`src/rtl/gpio_in_port.sv`:
```
// Input GPIO port for the 6502 bus: synchronizes, debounces and edge-latches board inputs.
// Optional level interrupt output is built only when GPIO_IN_IRQ_EN is defined.
module gpio_in_port #(
    parameter int WIDTH           = 8,
    parameter int DEBOUNCE_CYCLES = 1000,
    parameter int CNT_W           = 10
) (
    input  logic             clk,
    input  logic             reset_n,
    input  logic [WIDTH-1:0] pins,
    input  logic             cs,
    input  logic             we,
    input  logic [1:0]       addr,
    input  logic [7:0]       data_in,
    output logic [7:0]       data_out,
    output logic             irq
);

    typedef enum logic [1:0] {
        REG_LEVEL = 2'd0,
        REG_EDGE  = 2'd1,
        REG_POL   = 2'd2,
        REG_MASK  = 2'd3
    } reg_addr_e;

    localparam logic [CNT_W-1:0] CNT_LAST = CNT_W'(DEBOUNCE_CYCLES - 1);
    localparam logic [CNT_W-1:0] CNT_MAX  = '1;

    logic [WIDTH-1:0] r_sync1;
    logic [WIDTH-1:0] r_sync2;
    logic [WIDTH-1:0] r_level;
    logic [WIDTH-1:0] r_edge;
    logic [WIDTH-1:0] r_pol;
    logic [CNT_W-1:0] r_cnt [WIDTH];

    logic [WIDTH-1:0] w_level_next;
    logic [WIDTH-1:0] w_event;
    logic [WIDTH-1:0] w_wr_data;
    logic [WIDTH-1:0] w_edge_clr;
    logic [CNT_W-1:0] w_cnt_next [WIDTH];
    logic [7:0]       w_rd_data;
    logic             w_wr;
    logic             w_rd;
    reg_addr_e        w_addr;

`ifdef GPIO_IN_IRQ_EN
    logic [WIDTH-1:0] r_mask;
    logic             r_irq;
`endif

    assign w_wr       = cs && we;
    assign w_rd       = cs && !we;
    assign w_addr     = reg_addr_e'(addr);
    assign w_wr_data  = data_in[WIDTH-1:0];
    assign w_edge_clr = (w_wr && w_addr == REG_EDGE) ? w_wr_data : '0;

    // NOTE: every signal driven here gets a default first, so no path leaves it unassigned and no latch is inferred.
    always_comb begin
        w_level_next = r_level;
        for (int i = 0; i < WIDTH; i++) begin
            w_cnt_next[i] = '0;
            if (r_sync2[i] != r_level[i]) begin
                if (r_cnt[i] >= CNT_LAST) begin
                    w_level_next[i] = ~r_level[i];
                end else if (r_cnt[i] != CNT_MAX) begin
                    w_cnt_next[i] = r_cnt[i] + 1'b1;
                end else begin
                    w_cnt_next[i] = r_cnt[i];
                end
            end
        end
        // POL selects which direction counts as an event: 0 = rising, 1 = falling.
        w_event = (w_level_next & ~r_level & ~r_pol) | (~w_level_next & r_level & r_pol);
    end

    always_comb begin
        w_rd_data = 8'h00;
        case (w_addr)
            REG_LEVEL: w_rd_data = 8'(r_level);
            REG_EDGE:  w_rd_data = 8'(r_edge);
            REG_POL:   w_rd_data = 8'(r_pol);
`ifdef GPIO_IN_IRQ_EN
            REG_MASK:  w_rd_data = 8'(r_mask);
`else
            REG_MASK:  w_rd_data = 8'h00;
`endif
            default:   w_rd_data = 8'h00;
        endcase
    end

    // NOTE: sequential state uses non-blocking assignments so all flops see pre-edge values.
    always_ff @(posedge clk or negedge reset_n) begin
        if (!reset_n) begin
            r_sync1  <= '0;
            r_sync2  <= '0;
            r_level  <= '0;
            r_edge   <= '0;
            r_pol    <= '0;
            data_out <= 8'h00;
            // NOTE: the counter array is a small bank of flops, not RAM, so it can and must be reset element by element.
            for (int i = 0; i < WIDTH; i++) begin
                r_cnt[i] <= '0;
            end
        end else begin
            r_sync1 <= pins;
            r_sync2 <= r_sync1;
            r_level <= w_level_next;
            for (int i = 0; i < WIDTH; i++) begin
                r_cnt[i] <= w_cnt_next[i];
            end
            // A new event beats a simultaneous write-1-to-clear of the same bit.
            r_edge <= (r_edge & ~w_edge_clr) | w_event;
            if (w_wr && w_addr == REG_POL) begin
                r_pol <= w_wr_data;
            end
            if (w_rd) begin
                data_out <= w_rd_data;
            end
        end
    end

`ifdef GPIO_IN_IRQ_EN
    always_ff @(posedge clk or negedge reset_n) begin
        if (!reset_n) begin
            r_mask <= '0;
            r_irq  <= 1'b0;
        end else begin
            if (w_wr && w_addr == REG_MASK) begin
                r_mask <= w_wr_data;
            end
            r_irq <= |(r_edge & r_mask);
        end
    end

    assign irq = r_irq;
`else
    assign irq = 1'b0;
`endif

endmodule

```
`config.mk`:
```
export PLATFORM = sky130hd
export DESIGN_NAME = gpio_in_port
export DESIGN_NICKNAME = d
export VERILOG_FILES = /design/src/rtl/gpio_in_port.sv
export SDC_FILE = /design/constraint.sdc
export NUM_CORES = 1
export LEC_CHECK = 0
export CORE_ASPECT_RATIO = 0.7
export CORE_MARGIN = 2
export CORE_UTILIZATION = 35
export DETAILED_ROUTE_END_ITERATION = 8
export GPL_ROUTABILITY_DRIVEN = 0
export GPL_TIMING_DRIVEN = 0
export PLACE_DENSITY_LB_ADDON = 0.15
export SYNTH_ARGS = -nofsm -noshare
export SYNTH_HDL_FRONTEND = slang
export SYNTH_SLANG_ARGS = --single-unit
```
`constraint.sdc`:
```
create_clock -name clk -period 2 [get_ports clk]
set_input_delay 0.4 -clock clk [delete_from_list [all_inputs] [get_ports clk]]
set_output_delay 0.4 -clock clk [all_outputs]
set_load 0.1 [all_outputs]
```
==> metrics.md, run 1 <==
| Metric | Value |
|---|---|
| Starting Density | 0.360 |
| Mapped Area | 0.00592 mm^2 |
| Layout cells sized above 1 | 0.126 |
| Most common cell in the netlist | dfrtp_1 |
| Max-cap violations | 0 |
| Synth Warn # | 0 |
| Min-Delay Path Class | flop to flop |
| Clk sinks | 128 |
| Kind of critical path | flop to output pin |
| Synth Area per Inst | 10.3 um^2 |
| First-pass GRT wire length | 20.7 mm |
| Number of enable flip-flop cells after synthesis | 0 |
| Nets@finish | 650 |
| Syn_nets | 602 |
| Die area | 0.0180 mm^2 |
| Reg2Reg Setup Slack | 0.26 ns |
| Min Tclk post-route | 1.76 ns |
| IO Port Bufs | 27 |
| CTS tree | built |
| Die W | 159 um |
| Vias in the first global route | 4220 |
| Slew headroom | 0.553 |
| Fin. Hold Viols | 0 |
| IO Count | 31 |
| PD cells | 961 mW/mm^2 |
| Avg Vias per Cell | 4.98 |
| Clk pin slew, worst setup/hold paths | 0.06 ns |
| Register area | 0.00320 mm^2 |
| CP Cell Sequence | clkdlybuf4s15_2 |
| Async SR Flop Fraction | 1.00 |
| Worst-Skew Late Latency | 0.41 ns |
| Diodes inserted | 0 |
| CP endpoint kind | output pin |
| Multi-input gate area | 0.00261 mm^2 |
| CP max-delay cell | clkdlybuf4s15_2 |
| PnR worst setup slack | 0.237 ns |
| Filler instances | 1589 |
| Synth area leader | dfrtp_1 |
| CP startpoint kind | flop |
| WP data required | 1.60 ns |
| Period utilization | 0.881 |
| Die Height | 113 um |
| Critical Path Start | data_out[5]$_DFFE_PN0P_ |
| LEAKAGE | 3.10 nW |
| Sequential cell area fraction in the yosys report | 0.541 |
| Sum of buffers and inverters on the critical path | 1 |
| Final Setup Violations | 0 |
| Worst flop-to-flop path startpoint | r_cnt[30]$_DFFE_PN0P_ |
| Drt first pass iters | 5 |
| Max Clock Freq | 0.567 GHz |
| Clk root buf | clkbuf_16 |
| Final Skew | 0.00850 ns |
| Top FF cell, synth | dfrtp_1 |
| Post-synth top cells | dfrtp_1 (128), nor2_1 (94), nand2_1 (49) |
| Crit-path leading delay family | buffers and inverters |
| Cts bufs inserted | 17 |
| Syn Inst Count | 572 |
| Area grow syn2layout | 21.3% |
| GR Overflow Total | 0 |
| FF+latch count, synth | 128 |
| Postcts setup bufs | 0 |
| Fin. max-slew vios | 0 |
| H-Tree Depth | 4 |
| RSZ-0062 raised after global routing | no |
| Crit path max fanout | 2 |
| Via Count | 4269 |
| Area share of the largest cell type after synthesis | 0.541 |
| Worst path arrival time | 1.36 ns |
| GRT Total Usage | 0.143 |
| Worst hold stages | 0 |
| ANT nets after route | 0 |
| Synth area leaders | dfrtp_1 (54%), nor2_1 (6.0%), nand2_1 (3.1%) |
| Clk buf depth | 2 |
| Worst slack, placed | -0.0354 ns |
| Slew @ Worst Pin | 0.670 ns |
| Final instance area | 0.00718 mm^2 |
| Reg2Reg Depth | 6 |
| Hold Crit Start | r_sync1[2]$_DFF_PN0_ |
| Initial antenna violation count | 0 |
| Final wirelength | 12.0 mm |
| Initial DRC count | 247 |
| Wirelength per Cell | 14.0 um |
| Worst vdd ir | 508 uV |
| Core area | 0.0164 mm^2 |
| Largest stage delay, worst path | 0.57 ns |
| Hold WS | 0.350 ns |
| Layout Utilization | 0.436 |
| Hpwl dp | 7.98 mm |
| Count of different cell masters after synthesis | 54 |
| Status | finished, final reports clean |
| WP depth | 1 |
| Placement Cell Area | 0.00650 mm^2 |
| Rows | 39 |
| Largest net degree at the start of global routing | 83 |
| DRC | 0 |
-- path summary, 6_finish.rpt --
check                                   endpoint
max in group asynchronous    r_edge[1]$_DFF_PN0_
min                         r_sync2[2]$_DFF_PN0_
min in group asynchronous  r_cnt[19]$_DFFE_PN0P_
max reg2reg                r_cnt[32]$_DFFE_PN0P_
max                                  data_out[5]
min reg2reg                 r_sync2[2]$_DFF_PN0_
-- report_power, final --
part           leakage, nW  switching, mW  total (mW)  internal (mW)
Sequential            1.70          0.111        2.84           2.72
Clock                0.319           1.16        3.48           2.32
Combinational         1.08          0.377       0.578          0.202
-- cells by family after synthesis --
| family | Yosys count | synth area share |
|---|---|---|
| flip-flops | 128 | 0.541 |
| buffers and inverters | 21 | 0.0173 |
| other | 1 | 0.000634 |
| AO/OA/AOI/OAI | 91 | 0.104 |
| XOR/XNOR | 27 | 0.0400 |
| AND/OR/NAND/NOR | 266 | 0.226 |
| multiplexers | 30 | 0.0541 |
| adder cells (fa/ha/maj) | 8 | 0.0169 |
-- routing by layer --
metal  share of wire  track usage  vias to the layer above  wire length, um
li1                -            -                     2144                -
met1            0.52        0.204                     2067             6260
met2            0.44        0.215                       48             5290
met3           0.028       0.0326                       10              339
met4          0.0093       0.0455                        0              112
met5               0            0                        -                0
-- sequential cells by signal, summed over array words and instances, names as in the netlist --
name,cells
r_sync2,8
r_edge,8
data_out,8
r_pol,8
r_cnt,80
r_sync1,8
r_level,8
-- layout make-up --
| type | instances | share of cell area |
|---|---|---|
| buffer | 10 | 0.00854 |
| multi-input combinational | 423 | 0.364 |
| clock inverter | 12 | 0.0284 |
| sequential | 128 | 0.446 |
| inverter | 11 | 0.00575 |
| tap | 225 | 0.0392 |
| clock buffer | 20 | 0.0650 |
| timing repair buffer | 29 | 0.0427 |
-- layout by cell type, fill, tap and decap left out, types with 12 or more instances in the layout --
master           count
a31oi_1             14
dfrtp_1            128
nand3_1             23
xor2_1              15
mux2_2              16
nand2_1             49
nor2_1              94
a21oi_1             25
mux2i_1             14
clkbuf_16           17
and3_1              18
nor3_1              26
xnor2_1             12
clkdlybuf4s50_1     18
-- per-stage QoR --
step / cells / total power, mW / setup TNS, ns
after floorplan: 572 / 3.25 / 0
after global placement: 824 / 3.46 / -601.47
after detailed placement: 825 / 3.48 / -0.249
after CTS: 858 / 6.98 / 0
after global routing: 858 / 7.20 / 0
final: 858 / 6.90 / 0
-- timing repair --
item                       4_1_cts  5_1_grt
gates cloned                     0        0
hold endpoints to repair        46        0
gates resized for setup         22        2
hold buffers                     1        0
setup endpoints to repair        8        2
Power figures use the tool's default switching activity.
==> run 2: changes to the inputs <==
--- a/config.mk
+++ b/config.mk
@@ -12,6 +12,7 @@
 export GPL_ROUTABILITY_DRIVEN = 0
 export GPL_TIMING_DRIVEN = 0
 export PLACE_DENSITY_LB_ADDON = 0.15
+export SLEW_MARGIN = 5
 export SYNTH_ARGS = -nofsm -noshare
 export SYNTH_HDL_FRONTEND = slang
 export SYNTH_SLANG_ARGS = --single-unit
==> constraint.sdc (replaced) <==
create_clock -name clk -period 1.6 [get_ports clk]
set_input_delay 0.32 -clock clk [delete_from_list [all_inputs] [get_ports clk]]
set_output_delay 0.32 -clock clk [all_outputs]
set_load 0.1 [all_outputs]
==> metrics.md, run 2 (synthesis results as in run 1) <==
| Metric | Value |
|---|---|
| Initial antenna violation count | 0 (unchanged) |
| Largest Register | r_cnt |
| Die area | 0.0180 mm^2 (unchanged) |
| Worst vdd ir | 633 uV (+25%) |
| Slew @ Worst Pin | 0.630 ns (-0.0395 ns) |
| Layout cells sized above 1 | 0.197 (+0.0702) |
| GRT Total Usage | 0.144 (+0.00120) |
| Clk sinks | 128 (unchanged) |
| Min Tclk post-route | 1.55 ns |
| Final Skew | 0.00898 ns (+0.000476 ns) |
| Worst-Skew Late Latency | 0.41 ns (about the same) |
| Avg Vias per Cell | 4.97 (about the same) |
| Commonest non-fill, non-tap cell in the layout | dfrtp_1 |
| Placed Instances | 825 (unchanged) |
| Core area | 0.0164 mm^2 (unchanged) |
| Clk root buf | clkbuf_16 |
| Initial DRC count | 242 (-2.0%) |
| H-Tree Depth | 4 (unchanged) |
| Final wirelength | 12.4 mm (+3.6%) |
| Status | finished, final reports clean |
| CP startpoint kind | input port |
| CTS tree | built |
| Via Count | 4332 (+1.5%) |
| Max reg flops | 80 (unchanged) |
| Period utilization | 0.971 |
| Die Height | 113 um (unchanged) |
| IO Port Bufs | 27 (unchanged) |
| Final setup TNS | 0 ns (unchanged) |
| Reg2Reg Setup Slack | 0.05 ns (-0.21 ns) |
| Largest net degree at the start of global routing | 83 (unchanged) |
| Max-cap violations | 0 (unchanged) |
| Rows | 39 (unchanged) |
| CP endpoint kind | flop |
| Hpwl dp | 7.98 mm (unchanged) |
| IO Count | 31 (unchanged) |
| ANT nets after route | 0 (unchanged) |
| Fin. Hold Viols | 0 (unchanged) |
| Clk pin slew, worst setup/hold paths | 0.06 ns (about the same) |
| Slew headroom | 0.578 (+0.0241) |
| Layout Cells excl Fill | 871 (+1.5%) |
| Fin. max-slew vios | 0 (unchanged) |
| GR Overflow Total | 0 (unchanged) |
| Nets@finish | 663 (+2.0%) |
| Max Clock Freq | 0.643 GHz |
| Hold WS | 0.347 ns (-0.00323 ns) |
| Die W | 159 um (unchanged) |
| Min-Delay Path Class | input port to flop |
| Total power | 8.67 mW (+26%) |
| Starting Density | 0.360 (unchanged) |
| DRC | 0 (unchanged) |
| LEAKAGE | 3.22 nW (+3.7%) |
| Filler instances | 1570 (-1.2%) |
| Worst path arrival time | 1.84 ns (+0.48 ns) |
| Diodes inserted | 0 (unchanged) |
| Wirelength per Cell | 14.3 um (+2.1%) |
| Vias in the first global route | 4236 (+0.38%) |
| Most frequent cells in the layout | dfrtp_1 (127), nor2_1 (92), nand2_1 (44), a21oi_1 (25), nor3_1 (21) |
| Clk buf depth | 2 (unchanged) |
| Area grow syn2layout | 26.2% |
| Crit path max fanout | 8 (+6) |
| Cts bufs inserted | 17 (unchanged) |
| PD cells | 1160 mW/mm^2 (+21%) |
| RSZ-0062 raised after global routing | yes |
| Final Setup Violations | 0 (unchanged) |
| WP data required | 1.88 ns (+0.28 ns) |
| First-pass GRT wire length | 20.9 mm (+0.93%) |
| Kind of critical path | input port to flop |
| Drt first pass iters | 4 (-1) |
-- run 2: cell types whose count changed in the layout (fill, tap and decap cells not counted), sizes merged --
cell / before / now
buf: 9 / 28
clkdlybuf4s15: 6 / 0
-- run 2: final timing paths --
path / end / cells past startpoint / start
max in group asynchronous: r_cnt[75]$_DFFE_PN0P_ / 3 / reset_n
max reg2reg: r_level[2]$_DFF_PN0_ / 4 / r_cnt[50]$_DFFE_PN0P_
min in group asynchronous: r_cnt[19]$_DFFE_PN0P_ / 2 / reset_n
min reg2reg: r_sync2[2]$_DFF_PN0_ / 0 / r_sync1[2]$_DFF_PN0_
max: r_pol[7]$_DFFE_PN0P_ / 3 / cs
min: r_sync1[6]$_DFF_PN0_ / 1 / pins[6]
-- run 2: through the flow --
| stage | worst slack, ns | instance area (um^2) | utilization |
|---|---|---|---|
| 6_report | 0.0460 | 7470 | 0.454 |
| 5_1_grt | -0.0411 | 7470 | 0.454 |
| 4_1_cts | 0.0153 | 7250 | 0.441 |
| 3_5_place_dp | -0.355 | 6500 | 0.395 |
| 3_3_place_gp | -5.03 | 6470 | 0.393 |
| 2_1_floorplan | 0.0611 | 5920 | - |
-- run 2: power by group --
part           total, mW  switching (mW)  internal (mW)
Combinational      0.764           0.488          0.277
Clock               4.36            1.46           2.90
Sequential          3.55           0.145           3.41
-- run 2: what timing repair did --
item,in CTS,in global routing
endpoints found under the setup margin,65,50
pin swaps,3,8
endpoints found under the hold margin,46,0
setup buffers,3,10
cloned,0,0
resized for setup,61,28
hold buffers,1,0
-- run 2: area by class of cell --
cell class | count | area, um^2 | area share
sequential | 128 | 3200 | 0.429
multi-input combinational | 423 | 2840 | 0.380
clock buffer | 20 | 467 | 0.0625
timing repair buffer | 42 | 372 | 0.0497
tap | 225 | 282 | 0.0377
clock inverter | 12 | 204 | 0.0273
buffer | 10 | 63.8 | 0.00854
inverter | 11 | 41.3 | 0.00553
-- run 2: critical path, cell delays in order --
cell and delay, ns:
clkdlybuf4s50_1 0.51, nand4b_1 0.53, mux2_2 0.48
-- run 2: per-layer routing --
layer  track usage  up-vias  part of all wire
met5             0        -                 0
met4        0.0455        0            0.0049
li1              -     2167                 -
met1         0.208     2118              0.52
met2         0.215       39              0.45
met3        0.0326        8             0.023
==> run 3: changes to the inputs <==
--- a/config.mk
+++ b/config.mk
@@ -12,6 +12,7 @@
 export GPL_ROUTABILITY_DRIVEN = 0
 export GPL_TIMING_DRIVEN = 0
 export PLACE_DENSITY_LB_ADDON = 0.15
+export RECOVER_POWER = 50
 export SLEW_MARGIN = 5
 export SYNTH_ARGS = -nofsm -noshare
 export SYNTH_HDL_FRONTEND = slang
==> metrics.md, run 3 (synthesis results as in run 1) <==
| Metric | Value |
|---|---|
| Layout cells sized above 1 | 0.197 (unchanged) |
| Slew @ Worst Pin | 0.640 ns (+0.0102 ns) |
| Kind of critical path | input port to flop |
| Max-cap violations | 0 (unchanged) |
| Max Clock Freq | 0.643 GHz (unchanged) |
| GR Overflow Total | 0 (unchanged) |
| Die area | 0.0180 mm^2 (unchanged) |
| Hpwl dp | 7.98 mm (unchanged) |
| Crit path max fanout | 8 (unchanged) |
| DRC | 0 (unchanged) |
| Critical Path Start | cs |
| Final instance area | 0.00746 mm^2 (-0.17%) |
| Clk sinks | 128 (unchanged) |
| Layout Cells excl Fill | 871 (unchanged) |
| Total power | 8.66 mW (about the same) |
| Commonest non-fill, non-tap cell in the layout | dfrtp_1 |
| Die W | 159 um (unchanged) |
| Final Skew | 0.00898 ns (+0.0000000300 ns) |
| Initial antenna violation count | 0 (unchanged) |
| Diodes inserted | 0 (unchanged) |
| Area grow syn2layout | 26.0% |
| Starting Density | 0.360 (unchanged) |
| Crit-path leading delay family | simple AND/OR/NAND/NOR gates |
| Clk root buf | clkbuf_16 |
| WP data required | 1.88 ns (about the same) |
| IO Port Bufs | 27 (unchanged) |
| Nets@finish | 663 (unchanged) |
| Final wirelength | 12.4 mm (unchanged) |
| Largest net degree at the start of global routing | 83 (unchanged) |
| Worst path arrival time | 1.84 ns (about the same) |
| RSZ-0062 raised after global routing | yes |
| CP max-delay cell | nand4b_1 |
| Period utilization | 0.971 (unchanged) |
| Min-Delay Path Class | flop to flop |
| Initial DRC count | 242 (unchanged) |
| Clk buf depth | 2 (unchanged) |
| LEAKAGE | 3.21 nW (about the same) |
| Most frequent cells in the layout | dfrtp_1 (127), nor2_1 (92), nand2_1 (44), a21oi_1 (25), nor3_1 (21) |
| Hold Crit Start | r_sync1[2]$_DFF_PN0_ |
| Drt first pass iters | 4 (unchanged) |
| CTS tree | built |
| CP endpoint kind | flop |
| Status | finished, final reports clean |
| Clk pin slew, worst setup/hold paths | 0.06 ns (about the same) |
| Via Count | 4332 (unchanged) |
| Filler instances | 1570 (unchanged) |
| Rows | 39 (unchanged) |
| Cts bufs inserted | 17 (unchanged) |
| IO Count | 31 (unchanged) |
| GRT Total Usage | 0.144 (unchanged) |
| Fin. Hold Viols | 0 (unchanged) |
| Placement Cell Area | 0.00650 mm^2 (unchanged) |
| ANT nets after route | 0 (unchanged) |
| CP Cell Sequence | clkdlybuf4s50_1, nand4b_1, mux2_2 |
| Worst flop-to-flop path startpoint | r_cnt[50]$_DFFE_PN0P_ |
| CP startpoint kind | input port |
| Wirelength per Cell | 14.3 um (unchanged) |
| H-Tree Depth | 4 (unchanged) |
| Vias in the first global route | 4236 (unchanged) |
| Largest stage delay, worst path | 0.53 ns (about the same) |
| Min Tclk post-route | 1.55 ns (unchanged) |
| Worst vdd ir | 633 uV (about the same) |
| PD cells | 1160 mW/mm^2 (about the same) |
| Max reg flops | 80 (unchanged) |
| Core area | 0.0164 mm^2 (unchanged) |
| Die Height | 113 um (unchanged) |
| Placed Instances | 825 (unchanged) |
| Worst-Skew Late Latency | 0.41 ns (about the same) |
| Fin. max-slew vios | 0 (unchanged) |
| Sum of buffers and inverters on the critical path | 1 (unchanged) |
| Avg Vias per Cell | 4.97 (unchanged) |
| Slew headroom | 0.573 (-0.00456) |
| PnR worst setup slack | 0.0460 ns (unchanged) |
| First-pass GRT wire length | 20.9 mm (unchanged) |
| Largest Register | r_cnt |
| Worst slack, placed | -0.355 ns (unchanged) |
| Final Setup Violations | 0 (unchanged) |
## run 3: cell types whose count changed in the layout (fill, tap and decap cells not counted), sizes merged
| cell | change |
|---|---|
| clkdlybuf4s50 | -8 |
| dlygate4sd3 | +8 |
## run 3: final timing paths
check | slack (ns) | cells after the start | end
setup / recovery | 0.05 | 3 | r_pol[7]$_DFFE_PN0P_
hold / removal | 0.35 | 0 | r_sync2[2]$_DFF_PN0_
setup reg to reg | 0.05 | 4 | r_level[2]$_DFF_PN0_
hold reg to reg | 0.35 | 0 | r_sync2[2]$_DFF_PN0_
max in group asynchronous | 0.23 | 3 | r_cnt[75]$_DFFE_PN0P_
min in group asynchronous | 0.40 | 2 | r_cnt[19]$_DFFE_PN0P_
## run 3: power breakdown
part           switching, mW  internal, mW  leakage [nW]
combinational          0.487         0.269          1.19
clock                   1.46          2.90         0.319
sequential             0.145          3.41          1.70
## run 3: metrics by stage
step,utilization,hold WS (ns),TNS (ns)
floorplan,-,0.0244,0
global placement,0.393,0.336,-650.55
detailed placement,0.395,0.285,-9.45
CTS,0.441,0.330,0
global route,0.453,0.354,-0.140
finish,0.453,0.349,0
## run 3: metal layers
layer  track usage  up-vias  routed length [um]
li1              -     2167                   -
met1         0.208     2118                6490
met2         0.215       39                5590
met3        0.0326        8                 289
met4        0.0455        0                  61
met5             0        -                   0
## run 3: timing repair
action                                  4_1_cts  5_1_grt
hold buffers                                  1        0
endpoints found under the hold margin        46        0
endpoints found under the setup margin       65       50
pin swaps                                     3        8
setup buffers                                 3       10
gates resized for setup                      61       28
## run 3: area by class of cell
class                   count  area, um^2  share of cell area
flip-flops and latches    128        3200               0.430
plain buffers              10        63.8             0.00856
clock buffers              20         467              0.0626
well taps                 225         282              0.0378
multi-input cells         423        2840               0.380
inverters                  11        41.3             0.00554
clock inverters            12         204              0.0273
repair buffers             42         359              0.0482
